<file path="config.mk">
export PLATFORM = sky130hd
export DESIGN_NAME = mux16_arbiter
export DESIGN_NICKNAME = d
export VERILOG_FILES = /design/src/rtl/mux16_arbiter.sv
export SDC_FILE = /design/constraint.sdc
export NUM_CORES = 1
export LEC_CHECK = 0
export CAP_MARGIN = 10
export CORE_ASPECT_RATIO = 1.4
export CORE_MARGIN = 3
export CORE_UTILIZATION = 32
export DETAILED_ROUTE_END_ITERATION = 10
export GPL_ROUTABILITY_DRIVEN = 0
export GPL_TIMING_DRIVEN = 1
export PLACE_DENSITY = 0.72
export RECOVER_POWER = 25
export SLEW_MARGIN = 10
export SYNTH_ARGS = -nofsm -noshare
export SYNTH_HDL_FRONTEND = slang
export SYNTH_SLANG_ARGS = --single-unit
</file>
<file path="constraint.sdc">
create_clock -name clk -period 2.6 [get_ports clk]
set_input_delay 0.39 -clock clk [delete_from_list [all_inputs] [get_ports clk]]
set_output_delay 0.39 -clock clk [all_outputs]
set_load 0.05 [all_outputs]
</file>
<file path="src/rtl/mux16_arbiter.sv">
// Round-robin arbiter that shares one 16-bit output path between N requesters.
// A grant lasts for one burst of words, with a valid/ready handshake to a single consumer.
module mux16_arbiter #(
  parameter int N         = 4,
  parameter int SELW      = 2,
  parameter int MAX_BURST = 8
) (
  input  logic              clk,
  input  logic              rst_n,
  input  logic [N-1:0]      req,
  input  logic [N-1:0]      last,
  input  logic [16*N-1:0]   data_in,
  input  logic              out_ready,
  output logic [15:0]       out,
  output logic              out_valid,
  output logic [N-1:0]      grant,
  output logic [SELW-1:0]   sel,
  output logic              busy
);

  typedef enum logic {IDLE, GRANT} state_t;

  state_t          state_reg, state_next;
  logic [SELW-1:0] ptr_reg, ptr_next;
  logic [SELW-1:0] sel_reg, sel_next;
  logic [N-1:0]    grant_reg, grant_next;
  logic [7:0]      count_reg, count_next;
  logic [SELW-1:0] pick, sel_inc;
  logic            found, xfer, burst_done;
  logic [15:0]     slice [N];

  generate
    for (genvar gi = 0; gi < N; gi++) begin : g_slice
      assign slice[gi] = data_in[16*gi +: 16];
    end
  endgenerate

  // First requester at or after ptr, wrapping modulo N.
  always_comb begin
    found = 1'b0;
    pick  = '0;
    for (int k = 0; k < N; k++) begin
      if (!found && req[(int'(ptr_reg) + k) % N]) begin
        found = 1'b1;
        pick  = SELW'((int'(ptr_reg) + k) % N);
      end
    end
  end

  assign sel_inc    = (sel_reg == SELW'(N - 1)) ? '0 : sel_reg + 1'b1;
  assign busy       = (state_reg == GRANT);
  assign out_valid  = busy & req[sel_reg];
  assign out        = busy ? slice[sel_reg] : 16'h0000;
  assign grant      = grant_reg;
  assign sel        = sel_reg;
  assign xfer       = out_valid & out_ready;
  assign burst_done = last[sel_reg] | (({1'b0, count_reg} + 9'd1) == 9'(MAX_BURST));

  always_comb begin
    state_next = state_reg;
    ptr_next   = ptr_reg;
    sel_next   = sel_reg;
    grant_next = grant_reg;
    count_next = count_reg;
    case (state_reg)
      IDLE: begin
        if (found) begin
          grant_next       = '0;
          grant_next[pick] = 1'b1;
          sel_next         = pick;
          count_next       = 8'd0;
          state_next       = GRANT;
        end
      end
      GRANT: begin
        // A stall (valid without ready) holds everything; only a missing request abandons.
        if (xfer) begin
          count_next = count_reg + 8'd1;
          if (burst_done) begin
            grant_next = '0;
            ptr_next   = sel_inc;
            state_next = IDLE;
          end
        end else if (!req[sel_reg]) begin
          grant_next = '0;
          ptr_next   = sel_inc;
          state_next = IDLE;
        end
      end
      default: state_next = IDLE;
    endcase
  end

  always_ff @(posedge clk or negedge rst_n) begin
    if (!rst_n) begin
      state_reg <= IDLE;
      ptr_reg   <= '0;
      sel_reg   <= '0;
      grant_reg <= '0;
      count_reg <= 8'd0;
    end else begin
      state_reg <= state_next;
      ptr_reg   <= ptr_next;
      sel_reg   <= sel_next;
      grant_reg <= grant_next;
      count_reg <= count_next;
    end
  end

endmodule

</file>
==> flow_summary.yaml <==
finish:
  layout_common_cells: "79 x clkdlybuf4s50_1, 24 x buf_4, 18 x mux4_2"
  post-route-util_pct: 56.8
  syn_to_final_growth_pct: 70.5
  layout-drive-gt1-share_pct: 20.6
  insertedDiodeCount: 0
  layout.nets: 326
  largest_reg_flops: 8
  seqCellArea_um2: 425
  mostFrequentLayoutCell: "clkdlybuf4s50_1"
  fillers: 409
  multiInputGateArea_um2: 1040
clock_tree:
  htreeDepth: 1
  cts_sinks: 17
  clock-root-buffer: "clkbuf_8"
  clkLatencyLatePin_ns: 0.26
  cts_hold_buf: 0
  cts_resized: 0
  cts_tree: "built"
  cts_setup_buffers: 0
  cts_buffers: 3
  cts.clk_slew.worst_paths_ns: 0.07
  cts.path.max_buffers: 2
synthesis:
  netlist_instances: 147
  yosysSeqAreaShare_pct: 27.9
  syn-num-nets: 225
  synth_simple_gate_area_share_pct: 19.5
  synthFlopType: "dfrtp_1"
  muxShareOfSynthArea_pct: 30.1
  synth_area_um2: 1520
  synthAdderAreaFrac_pct: 2.47
  synth_top_family_by_area: "multiplexers"
  async_flop_share_pct: 100
  ys_ff_latch: 17
  synth_compound_area_share_pct: 14.9
  synth-xor-area-share_pct: 1.73
  syn_avg_cell_area_um2: 10.4
  synth_cell_types: 37
  synth_edf_count: 0
  ys_warn_count: 0
timing:
  rsz0062_at_grt: "no"
  fmax_ghz: 0.438
  hold_viol: 0
  min_period_ns: 2.28
  final.period_utilization_pct: 87.8
  finalMaxSlewViolations: 0
  layout_setup_ws_ns: 0.317
  fin_skew_ns: 0.00117
  maxSlewHeadroom_pct: 48.9
  tightest_slew_ns: 0.763
  setup_viol: 0
  tns_ns: 0
setup_path:
  startpoint_type: "primary input"
  reg2reg_from: "count_reg[0]$_DFFE_PN0P_"
  criticalPathCategory: "primary input to output port"
  crit_path_start: "req[3]"
  crit_chain: "clkdlybuf4s50_1 -> mux4_2 -> nand2_1 -> inv_1 -> buf_4"
  critPathMaxStageDelay_ns: 0.56
  endpoint_kind: "output port"
  slowest_stage: "mux4_2"
  path_buf_inv: 3
  critPathTopFamily: "buffers and inverters"
  cp.required_ns: 2.21
  cp_max_fo: 6
  crit_arrival_ns: 1.89
pwr:
  p_leak_nw: 1.05
  p_total_mw: 2.68
  vdd_drop_max_uv: 469
  power_density_nw_per_um2: 1030
global_route:
  antenna_found_initial: 0
  grt_overflow_total: 0
  grt_max_degree: 18
  track_usage_pct: 18.3
  grt_pass1_vias: 1521
  grt_pass1_wl_um: 8130
flow_run:
  maxCapViolCount: 0
die:
  io_pins: 99
  core_um2: 4570
  die_area_um2: 5630
  die_w_um: 64.3
  std_cell_rows: 29
  die_h_um: 87.6
  start_util_pct: 33.3
placement:
  place_hpwl_um: 4190
  port_buffers: 98
  pre_cts_slack_ns: 0.317
detailed_routing:
  wl_met2_um: 2650
  dr.max_layer_used: "met4"
  vias: 1561
  vias_per_cell: 5.05
  met1_length_um: 2010
  wl_per_cell_um: 16.2
  antenna_left: 0
  remaining_drc_errors: 0
  drt_first_iter_violations: 38
  finalWirelength_um: 5020
  wl_met3_um: 301
  first_pass_iters: 3
min_path:
  hold_class: "flip-flop to flip-flop"
  hp-start: "grant[0]$_DFFE_PN0P_"
outcome:
  status: "finished clean"
==> per-stage QoR <==
stage,hold WS [ns],cell area (um2),std cells
4_1_cts,0.513,2600,309
5_1_grt,0.521,2600,309
2_1_floorplan,0.0944,1520,147
6_report,0.500,2600,309
3_3_place_gp,0.482,2550,305
3_5_place_dp,0.482,2550,305
==> layout make-up <==
class | count | share of cell area [%]
multi-input combinational | 117 | 40.2
timing repair buffer | 104 | 37.8
sequential | 17 | 16.4
tap | 62 | 2.99
clock buffer | 3 | 1.59
inverter | 5 | 0.723
clock inverter | 1 | 0.289
==> per-layer routing <==
metal | track usage [%] | up-vias
met5 | 0 | -
met4 | 4.62 | 0
met3 | 3.21 | 5
met2 | 34.6 | 58
met1 | 21.3 | 739
li1 | - | 759
==> worst paths after layout <==
path                                             to  slack, ns  cells after the start
max                                       out_valid       0.32                      5
min                            grant[0]$_DFFE_PN0P_       0.50                      1
max reg2reg                  ptr_reg[0]$_DFFE_PN0P_       0.40                      7
min reg2reg                    grant[0]$_DFFE_PN0P_       0.50                      1
max in group asynchronous  count_reg[2]$_DFFE_PN0P_       1.48                      1
min in group asynchronous  count_reg[4]$_DFFE_PN0P_       0.65                      1
==> where the power goes <==
| group | internal, mW | total (mW) | switching [mW] |
|---|---|---|---|
| clock network | 0.108 | 0.200 | 0.0922 |
| logic | 0.836 | 2.05 | 1.21 |
| registers | 0.343 | 0.439 | 0.0959 |
| total | 1.29 | 2.68 | 1.40 |
==> kinds of logic after synthesis <==
kind of cell / count (synthesis)
simple gates: 55
compound gates: 33
mux: 23
flops: 17
buf+inv: 13
xor+xnor: 3
fa+ha+maj: 3
==> synthesized netlist by cell type (2+ instances only) <==
library cell / count / area share, %
mux4_2: 18 / 27
dfrtp_1: 17 / 28
and2_1: 16 / 6.6
nand2_1: 13 / 3.2
o21ai_0: 11 / 3.6
nand3_1: 8 / 2.6
nor2_1: 6 / 1.5
clkbuf_1: 5 / 1.2
inv_1: 5 / 1.2
a21oi_1: 4 / 1.3
o2bb2ai_1: 4 / 2.3
buf_2: 3 / 0.99
ha_1: 3 / 2.5
mux2i_1: 3 / 2.0
nand2b_1: 3 / 1.2
nor3_1: 3 / 0.99
o21a_1: 3 / 1.5
mux2_1: 2 / 1.5
xnor2_1: 2 / 1.2
No activity file was read; power rests on OpenSTA's default activity.
